## config.mk

```make
export PLATFORM = sky130hd
export DESIGN_NAME = sram_2p_march_bist_ctrl
export DESIGN_NICKNAME = d
export VERILOG_FILES = /design/src/rtl/sram_2p_march_bist_ctrl.sv
export SDC_FILE = /design/constraint.sdc
export NUM_CORES = 1
export LEC_CHECK = 0
export CORE_AREA = 8 8 87 89
export DETAILED_ROUTE_END_ITERATION = 16
export DIE_AREA = 0 0 95 97
export GPL_ROUTABILITY_DRIVEN = 0
export PLACE_DENSITY = 0.84
export SETUP_SLACK_MARGIN = 0.1
export SLEW_MARGIN = 15
export SYNTH_ARGS = -nofsm -noshare
export SYNTH_HDL_FRONTEND = slang
export SYNTH_SLANG_ARGS = --single-unit
```

## constraint.sdc

```tcl
create_clock -name CLK -period 2.4 [get_ports CLK]
set_input_delay 0.6 -clock CLK [delete_from_list [all_inputs] [get_ports CLK]]
set_output_delay 0.6 -clock CLK [all_outputs]
set_load 0.05 [all_outputs]
```

## src/rtl/sram_2p_march_bist_ctrl.sv

```systemverilog
// sram_2p_march_bist_ctrl: March C- BIST engine for one side of an RM_IHPSG13_2P bm_bist macro.
// Define SRAM_BIST_CHKBRD_EN for a second checkerboard-background pass and the FAIL_PASS output.
module sram_2p_march_bist_ctrl #(
  parameter int P_ADDR_WIDTH = 9,
  parameter int P_DATA_WIDTH = 16,
  parameter int P_READ_LAT = 1
) (
  input  logic                    CLK,
  input  logic                    RST,
  input  logic                    START,
  output logic                    BUSY,
  output logic                    DONE,
  output logic                    FAIL,
  output logic [P_ADDR_WIDTH-1:0] FAIL_ADDR,
  output logic [2:0]              FAIL_ELEM,
`ifdef SRAM_BIST_CHKBRD_EN
  output logic                    FAIL_PASS,
`endif
  output logic                    BIST_EN,
  output logic                    BIST_MEN,
  output logic                    BIST_WEN,
  output logic                    BIST_REN,
  output logic [P_ADDR_WIDTH-1:0] BIST_ADDR,
  output logic [P_DATA_WIDTH-1:0] BIST_DIN,
  output logic [P_DATA_WIDTH-1:0] BIST_BM,
  input  logic [P_DATA_WIDTH-1:0] BIST_DOUT
);
  localparam int DRW = $clog2(P_READ_LAT + 1);
`ifdef SRAM_BIST_CHKBRD_EN
  localparam int TW = 4;
`else
  localparam int TW = 3;
`endif
  typedef enum logic [1:0] {S_IDLE, S_RUN, S_DRAIN, S_DONE} state_t;
  state_t                  state_q, state_n;
  logic [P_ADDR_WIDTH-1:0] addr_q, addr_n;
  logic [2:0]              elem_q, elem_n;
  logic                    phase_q, phase_n;
  logic [DRW-1:0]          drain_q;
  logic                    start_ok, run, down, is_read, inv, op_last, elem_last, run_last, drain_done;
  logic [P_DATA_WIDTH-1:0] bg, data;
  logic [TW-1:0]           tag, fail_tag_q;
  logic                    fail_q;
  logic [P_ADDR_WIDTH-1:0] fail_addr_q;
  logic [P_READ_LAT-1:0]   pv;
  logic [P_DATA_WIDTH-1:0] pe [P_READ_LAT];
  logic [P_ADDR_WIDTH-1:0] pa [P_READ_LAT];
  logic [TW-1:0]           pt [P_READ_LAT];
`ifdef SRAM_BIST_CHKBRD_EN
  logic pass_q, pass_n;
  function automatic logic [P_DATA_WIDTH-1:0] chk_pat();
    logic [P_DATA_WIDTH-1:0] p;
    for (int i = 0; i < P_DATA_WIDTH; i++) p[i] = (i % 2) == 0;
    return p;
  endfunction
  assign bg = pass_q ? chk_pat() ^ {P_DATA_WIDTH{addr_q[0]}} : '0;
  assign tag = {pass_q, elem_q};
  assign run_last = elem_last && elem_q == 3'd5 && pass_q;
  assign {FAIL_PASS, FAIL_ELEM} = fail_tag_q;
`else
  assign bg = '0;
  assign tag = elem_q;
  assign run_last = elem_last && elem_q == 3'd5;
  assign FAIL_ELEM = fail_tag_q;
`endif
  assign start_ok = START && (state_q == S_IDLE || state_q == S_DONE);
  assign run = state_q == S_RUN;
  assign down = elem_q == 3'd3 || elem_q == 3'd4;
  assign is_read = elem_q != 3'd0 && !phase_q;
  // Reads of E2/E4 expect ~D; writes of E1/E3 store ~D.
  assign inv = is_read ? (elem_q == 3'd2 || elem_q == 3'd4) : (elem_q == 3'd1 || elem_q == 3'd3);
  assign data = bg ^ {P_DATA_WIDTH{inv}};
  assign op_last = elem_q == 3'd0 || elem_q == 3'd5 || phase_q;
  assign elem_last = op_last && (down ? addr_q == '0 : &addr_q);
  assign drain_done = drain_q == DRW'(P_READ_LAT - 1);
  always_comb begin
    state_n = state_q;
    addr_n = addr_q;
    elem_n = elem_q;
    phase_n = 1'b0;
`ifdef SRAM_BIST_CHKBRD_EN
    pass_n = pass_q;
`endif
    if (start_ok) begin
      state_n = S_RUN;
      addr_n = '0;
      elem_n = '0;
`ifdef SRAM_BIST_CHKBRD_EN
      pass_n = 1'b0;
`endif
    end else if (run) begin
      phase_n = !op_last;
      if (run_last) state_n = S_DRAIN;
      else if (elem_last) begin
        elem_n = elem_q == 3'd5 ? 3'd0 : elem_q + 3'd1;
        addr_n = (elem_q == 3'd2 || elem_q == 3'd3) ? '1 : '0;
`ifdef SRAM_BIST_CHKBRD_EN
        pass_n = pass_q | (elem_q == 3'd5);
`endif
      end else if (op_last) addr_n = down ? addr_q - P_ADDR_WIDTH'(1) : addr_q + P_ADDR_WIDTH'(1);
    end else if (state_q == S_DRAIN && drain_done) state_n = S_DONE;
  end
  always_comb begin
    BIST_EN = run || state_q == S_DRAIN;
    BIST_MEN = run;
    BIST_WEN = run && !is_read;
    BIST_REN = run && is_read;
    BIST_ADDR = run ? addr_q : '0;
    BIST_DIN = BIST_WEN ? data : '0;
    BIST_BM = {P_DATA_WIDTH{BIST_EN}};
    BUSY = BIST_EN;
    DONE = state_q == S_DONE;
    FAIL = fail_q;
    FAIL_ADDR = fail_addr_q;
  end
  always_ff @(posedge CLK) begin
    if (RST) begin
      state_q <= S_IDLE;
      addr_q <= '0;
      elem_q <= '0;
      phase_q <= 1'b0;
      drain_q <= '0;
      pv <= '0;
      fail_q <= 1'b0;
      fail_addr_q <= '0;
      fail_tag_q <= '0;
`ifdef SRAM_BIST_CHKBRD_EN
      pass_q <= 1'b0;
`endif
    end else begin
      state_q <= state_n;
      addr_q <= addr_n;
      elem_q <= elem_n;
      phase_q <= phase_n;
`ifdef SRAM_BIST_CHKBRD_EN
      pass_q <= pass_n;
`endif
      drain_q <= state_q == S_DRAIN ? drain_q + DRW'(1) : '0;
      for (int i = P_READ_LAT - 1; i > 0; i--) begin
        pv[i] <= pv[i-1];
        pe[i] <= pe[i-1];
        pa[i] <= pa[i-1];
        pt[i] <= pt[i-1];
      end
      pv[0] <= BIST_REN;
      pe[0] <= data;
      pa[0] <= addr_q;
      pt[0] <= tag;
      if (start_ok) begin
        fail_q <= 1'b0;
        fail_addr_q <= '0;
        fail_tag_q <= '0;
      end else if (pv[P_READ_LAT-1] && BIST_DOUT != pe[P_READ_LAT-1]) begin
        fail_q <= 1'b1;
        if (!fail_q) begin
          fail_addr_q <= pa[P_READ_LAT-1];
          fail_tag_q <= pt[P_READ_LAT-1];
        end
      end
    end
  end
endmodule
```

==> reports/results.tsv, run 1 <==
stage	metric	value	unit
global_route	met2 GRT Util	0.273	
global_route	overflow left after global routing	0	
worst_setup_path	nature of the critical path endpoint	flop	
timing	unrepaired setup endpoints after global routing	true	
drt	Antenna Nets Post-Route	0	
floorplanning	Core Region	6200	um2
hold_path	worst hold path cell count	2	
timing	# setup viols final	0	
pwr	Clk network pwr share	0.094	
worst_setup_path	worst flop-to-flop path endpoint	addr_q[7]	
clock_network	clock root buffer	clkbuf_8	
timing	fmax	0.438	GHz
drt	total vias in the final route	2364	
pwr	Psw	2.29	mW
drt	drt drc	0	
pwr	Sw Ratio	0.471	
synthesis	synth warn	0	
finish	ANT cells	0	
status	run status	finished, final reports clean	
global_route	met1 usage	0.155	
pwr	leakage power figure	1.57	nW
hold_path	WHS Endpoint	FAIL_ADDR[2]	
timing	Max transition margin	0.601	
drt	Total Wirelength	7310	um
global_route	gr busiest metal	met2	
worst_setup_path	FF-to-FF path depth	11	
timing	Hold Fails Final Rpt	0	
worst_setup_path	startpoint types	flop	
pwr	maximum vdd drop	1.44	mV
pwr	PD cells	1220	nW/um2
finish	nets@finish	399	
pwr	Gate power share	0.700	
drt	Initial DRC Count	386	
worst_setup_path	critical path peak fanout	7	
pwr	Seq pwr share	0.206	
timing	final hold slack	0.460	ns
hold_path	worst hold start	FAIL_ADDR[2]	
clock_network	clk slew on worst S/H paths	0.08	ns
global_route	vias in the first global route	2303	
finish	most frequent cells in the layout	buf_12, buf_4, clkdlybuf4s50_1, nand2_1, o21ai_0	
floorplanning	row count	29	
finish	layout cells sized above 1	0.332	
drt	DR vias/cell	5.32	
timing	crit share post-route	0.950	
clock_network	CTS buffer count	5	
global_route	largest net degree at the start of global routing	25	
synthesis	Netlist Area Pre-Place	2510	um2
synthesis	syn nets	324	
global_route	gr usage total	0.147	
floorplanning	Initial Utilization	0.405	
floorplanning	io pins	79	
clock_network	Clk Latency, worst-skew pair	0.29	ns
clock_network	clk sinks	43	
synthesis	Synth Instances	292	
global_route	grt met3 use	0.0270	
pwr	Internal	2.58	mW
drt	iteration count of the initial detailed-routing pass	4	
synthesis	Synth top area share	0.239	
worst_setup_path	WS Path Type	flop to flop	
synthesis	synth top area cells	dfxtp_1, edfxtp_1, buf_4, ha_1, o21ai_0	
hold_path	Worst Hold Class	flop to flop	
timing	Worst Skew	0.00400	ns
worst_setup_path	FF-to-FF setup slack	0.12	ns
clock_network	Hold Buf Count CTS	0	
floorplanning	Vert. Die Dim	97	um
timing	fin crit period	2.28	ns
placement	Final HPWL DP	5130	um
worst_setup_path	FF-to-FF Start	elem_q[2]	
synthesis	syn_area_per_cell	8.61	um2
clock_network	H-tree depth	2	
clock_network	CTS tree	yes	
finish	fillers	431	
synthesis	FFs w/ async S/R, synth	0	
global_route	initial antenna violation count	0	
clock_network	Clock Path Buffers	2	
synthesis	Yosys top cell by area	dfxtp_1	
timing	measured slew at the worst slew-check pin	0.598	ns
drt	DR WL/cell	16.5	um
timing	final setup TNS	0	ns
worst_setup_path	Critical Path RT	2.62	ns
finish	commonest non-fill, non-tap cell in the layout	buf_12	
synthesis	Post-synth EDFFs	13	
worst_setup_path	CP arrival	2.50	ns
synthesis	register area share after synthesis	0.394	
synthesis	dominant synthesized flop cell	dfxtp_1	
job	Max-Cap Viols	0	
timing	fin. max-slew vios	0	
synthesis	#FFs+latches synth	43	
finish	Layout area overhead	59.3	%
global_route	first-pass GRT wire length	11200	um
floorplanning	die area	9220	um2
placement	Port-buffer cells	78	
floorplanning	Die Wd	95	um
synthesis	Unique masters post-synth	42	
area by class of cell:
class                      count  area, um2  area share
inverter                      13       55.1      0.0137
sequential                    43       1000       0.250
tap                           77       96.3      0.0240
timing repair buffer         110       1420       0.355
clock inverter                 1       5.00     0.00125
clock buffer                   6       82.6      0.0206
multi-input combinational    194       1340       0.335
synthesized netlist by cell type, types with 2 or more instances:
cell type / instances
nor3_1: 5
nor2_1: 20
ha_1: 12
xnor2_1: 6
xor2_1: 2
nand2_1: 29
o21a_1: 3
edfxtp_1: 13
a21o_1: 4
a21oi_1: 13
nand2b_1: 2
nand3_1: 13
o21ai_0: 26
or3_1: 2
o211ai_1: 6
nand4_1: 5
inv_1: 13
clkbuf_1: 8
nor4_1: 6
buf_4: 32
nor2b_1: 2
dfxtp_1: 30
and2_1: 11
a211oi_1: 11
cells by family (layout without fill, tap and decap cells):
group	after synthesis	count (layout)	synth area share
AOI/OAI and AO/OA	70	70	0.176
xor gates and xnor gates	8	8	0.0279
adders and majority gates	13	13	0.0677
buffers and inverters	55	130	0.130
DFF	43	43	0.394
muxes	1	1	0.00398
and+or+nand+nor	102	102	0.200
metal layers:
layer | vias up | share of wire
li1 | 1149 | -
met1 | 1086 | 0.36
met2 | 108 | 0.54
met3 | 21 | 0.076
met4 | 0 | 0.028
met5 | - | 0
power groups by stage:
stage	Combinational, mW	Clock, mW	Sequential [mW]
2_1_floorplan	1.97	0	0.976
3_3_place_gp	3.22	0	0.983
3_5_place_dp	3.29	0	0.993
4_1_cts	3.33	0.461	0.981
5_1_grt	3.53	0.488	1.02
6_report	3.41	0.459	1.00
worst max-delay path by stage:
stage,startpoint,endpoint,slack (ns),cells after the start
final,elem_q[2],addr_q[7],0.12,11
after CTS,elem_q[2],addr_q[8],0.07,10
after global placement,BIST_DOUT[11],FAIL_ADDR[6],0.006,8
after detailed placement,BIST_DOUT[8],FAIL_ADDR[6],-0.13,8
after global routing,elem_q[2],addr_q[7],-0.02,11
after floorplan,state_q[0],BIST_DIN[10],0.08,5
registers in the layout, indices dropped and copies added (netlist names):
register	cells
FAIL_ADDR	9
addr_q	9
pa	9
FAIL_ELEM	3
elem_q	3
pt	3
state_q	2
FAIL	1
drain_q	1
pe	1
phase_q	1
pv	1
repair_timing:
action                                  in CTS  in global routing
pin swaps                                    1                 15
buffers inserted                             3                  1
endpoints found under the setup margin      38                 29
gates cloned                                 1                  0
gates resized for setup                     10                 30
worst max-delay path, stage by stage (launching register included):
cell and delay (ns):
dfxtp_2 0.34, and3b_1 0.21, nor2_2 0.19, inv_4 0.10, buf_6 0.14, ha_4 0.27, o21ai_1 0.10, o211ai_1 0.24
o211ai_1 0.15, xnor2_1 0.20, nand2_1 0.10, a211oi_2 0.17
metrics by stage:
| step | cell area [um2] | setup slack [ns] | total power, mW | util | std cells |
|---|---|---|---|---|---|
| 2_1_floorplan | 2540 | 0.0758 | 2.95 | - | 292 |
| 3_3_place_gp | 3720 | 0.00588 | 4.21 | 0.599 | 432 |
| 3_5_place_dp | 3720 | -0.133 | 4.28 | 0.599 | 432 |
| 4_1_cts | 3880 | 0.0713 | 4.77 | 0.625 | 443 |
| 5_1_grt | 4010 | -0.0156 | 5.03 | 0.646 | 444 |
| 6_report | 4010 | 0.119 | 4.87 | 0.646 | 444 |
Power figures use the tool's default switching activity.
==> run 2, diff against run 1 <==
==> config.mk (replaced) <==
export PLATFORM = sky130hd
export DESIGN_NAME = sram_2p_march_bist_ctrl
export DESIGN_NICKNAME = d
export VERILOG_FILES = /design/src/rtl/sram_2p_march_bist_ctrl.sv
export SDC_FILE = /design/constraint.sdc
export NUM_CORES = 1
export LEC_CHECK = 0
export CORE_AREA = 8 8 94 96
export DETAILED_ROUTE_END_ITERATION = 16
export DIE_AREA = 0 0 102 104
export GPL_ROUTABILITY_DRIVEN = 0
export PLACE_DENSITY = 0.75
export SETUP_SLACK_MARGIN = 0.1
export SLEW_MARGIN = 30
export SYNTH_ARGS = -nofsm -noshare
export SYNTH_HDL_FRONTEND = slang
export SYNTH_SLANG_ARGS = --single-unit
==> reports/results.tsv, run 2 (synthesized netlist as in run 1, its figures left out) <==
stage	metric	value	unit	change
drt	total vias in the final route	2325		was 2364
job	Max-Cap Viols	0		unchanged
worst_setup_path	worst flop-to-flop path endpoint	addr_q[8]		was addr_q[7]
finish	commonest non-fill, non-tap cell in the layout	buf_4		was buf_12
pwr	maximum vdd drop	0.748	mV	was 1.44 mV
global_route	gr busiest metal	met2		unchanged
pwr	leakage power figure	1.62	nW	was 1.57 nW
worst_setup_path	CP arrival	2.46	ns	was 2.50 ns
timing	fmax	0.445	GHz	was 0.438 GHz
timing	final hold slack	0.463	ns	was 0.460 ns
finish	layout cells sized above 1	0.328		was 0.332
pwr	PD cells	1210	nW/um2	was 1220 nW/um2
finish	ANT cells	0		unchanged
global_route	first-pass GRT wire length	10600	um	was 11200 um
drt	Antenna Nets Post-Route	0		unchanged
drt	Initial DRC Count	207		was 386
floorplanning	Die Wd	102	um	was 95 um
floorplanning	row count	32		was 29
finish	fillers	610		was 431
global_route	largest net degree at the start of global routing	25		unchanged
clock_network	clk sinks	43		unchanged
worst_setup_path	startpoint types	flop		unchanged
global_route	met2 GRT Util	0.229		was 0.273
worst_setup_path	FF-to-FF Start	elem_q[1]		was elem_q[2]
clock_network	Hold Buf Count CTS	0		unchanged
clock_network	Clk Latency, worst-skew pair	0.29	ns	about the same
finish	nets@finish	403		was 399
floorplanning	Vert. Die Dim	104	um	was 97 um
clock_network	H-tree depth	2		unchanged
global_route	grt met3 use	0.0187		was 0.0270
global_route	met1 usage	0.129		was 0.155
timing	Worst Skew	0.00672	ns	was 0.00400 ns
drt	DR vias/cell	4.91		was 5.32
worst_setup_path	FF-to-FF path depth	10		was 11
global_route	gr usage total	0.122		was 0.147
floorplanning	die area	10600	um2	was 9220 um2
worst_setup_path	critical path peak fanout	7		unchanged
timing	measured slew at the worst slew-check pin	0.515	ns	was 0.598 ns
timing	fin crit period	2.25	ns	was 2.28 ns
placement	Final HPWL DP	5100	um	was 5130 um
finish	fin util	0.548		was 0.646
timing	fin. max-slew vios	0		unchanged
timing	Hold Fails Final Rpt	0		unchanged
floorplanning	Initial Utilization	0.338		was 0.405
placement	Port-buffer cells	78		unchanged
timing	crit share post-route	0.937		was 0.950
finish	most frequent cells in the layout	buf_4, buf_12, clkdlybuf4s50_1, nand2_1, dfxtp_1		was buf_12, buf_4, clkdlybuf4s50_1, nand2_1, o21ai_0
worst_setup_path	Critical Path RT	2.61	ns	was 2.62 ns
worst_setup_path	Critical Path End	addr_q[8]		was addr_q[7]
placement	Placed Cells	456		was 432
global_route	vias in the first global route	2184		was 2303
clock_network	CTS buffer count	5		unchanged
timing	final setup TNS	0	ns	unchanged
clock_network	clock root buffer	clkbuf_8		unchanged
worst_setup_path	nature of the critical path endpoint	flop		unchanged
finish	final non-filler cell total	474		was 444
placement	Placed Area	3750	um2	was 3720 um2
drt	iteration count of the initial detailed-routing pass	4		unchanged
clock_network	Clock Path Buffers	2		unchanged
timing	# setup viols final	0		unchanged
finish	Layout area overhead	62.3	%	was 59.3%
drt	Total Wirelength	6770	um	was 7310 um
worst_setup_path	WS Path Type	flop to flop		unchanged
floorplanning	Core Region	7450	um2	was 6200 um2
global_route	initial antenna violation count	0		unchanged
global_route	overflow left after global routing	0		unchanged
finish	Layout Cell Area excl Fill	4080	um2	was 4010 um2
clock_network	CTS tree	yes		unchanged
clock_network	clk slew on worst S/H paths	0.08	ns	about the same
drt	DR WL/cell	14.3	um	was 16.5 um
hold_path	Worst Hold Class	flop to flop		unchanged
worst_setup_path	CP startpoint	elem_q[1]		was elem_q[2]
floorplanning	io pins	79		unchanged
timing	Max transition margin	0.656		was 0.601
worst_setup_path	FF-to-FF setup slack	0.15	ns	was 0.12 ns
status	run status	finished, final reports clean		unchanged
timing	unrepaired setup endpoints after global routing	true		unchanged
drt	drt drc	0		unchanged
run 2: final cells by class:
cell class,instances,area (um2),area share
Clock buffer,6,72.6,0.0178
Clock inverter,2,60.1,0.0147
Inverter,13,48.8,0.0120
Multi-Input combinational cell,194,1330,0.325
Sequential cell,43,1000,0.246
Tap cell,102,128,0.0313
Timing Repair Buffer,114,1450,0.354
run 2: routing by layer:
metal | share of wire | vias to the layer above
met5 | 0 | -
met2 | 0.55 | 68
li1 | - | 1155
met4 | 0.013 | 0
met1 | 0.39 | 1097
met3 | 0.050 | 5
run 2: repair_timing:
action	CTS	global route
pin swaps	1	8
resized for setup	7	29
setup buffers	5	5
setup endpoints to repair	21	28
run 2: how the worst min path moves through the flow:
stage,slack [ns],startpoint,to,cells past startpoint
finish,0.46,FAIL_ADDR[3],FAIL_ADDR[3],2
global route,0.49,FAIL,FAIL,2
CTS,0.47,FAIL_ADDR[3],FAIL_ADDR[3],2
detailed placement,0.45,pa[0][3],FAIL_ADDR[3],2
global placement,0.44,pt[0][1],FAIL_ELEM[1],2
floorplan,0.43,elem_q[2],pt[0][2],0
run 2: critical path: stages (launching register included):
cell and delay [ns]:
dfxtp_4 0.37, and3b_1 0.21, nor2_2 0.14, inv_2 0.11
ha_1 0.32, a211oi_2 0.30, o21ba_2 0.17, o31a_1 0.16
xnor2_1 0.12, nand2_1 0.07, a211oi_1 0.21
run 2: stage by stage:
| stage | power (mW) | setup WS [ns] |
|---|---|---|
| floorplan | 2.95 | 0.0758 |
| global placement | 4.20 | 0.00506 |
| detailed placement | 4.24 | -0.0829 |
| CTS | 4.92 | 0.0900 |
| global route | 5.14 | 0.0431 |
| finish | 4.94 | 0.150 |
run 2: where the power goes:
| part | internal (mW) | leakage (nW) | switching, mW |
|---|---|---|---|
| clock | 0.416 | 0.0654 | 0.229 |
| combinational | 1.43 | 1.18 | 1.89 |
| sequential | 0.872 | 0.380 | 0.105 |
==> run 3, diff against run 2 <==
--- a/config.mk
+++ b/config.mk
@@ -5,6 +5,7 @@
 export SDC_FILE = /design/constraint.sdc
 export NUM_CORES = 1
 export LEC_CHECK = 0
+export CAP_MARGIN = 0
 export CORE_AREA = 8 8 94 96
 export DETAILED_ROUTE_END_ITERATION = 16
 export DIE_AREA = 0 0 102 104
==> results of run 3 <==
Final layout, timing and power as in run 2 (identical DEF).
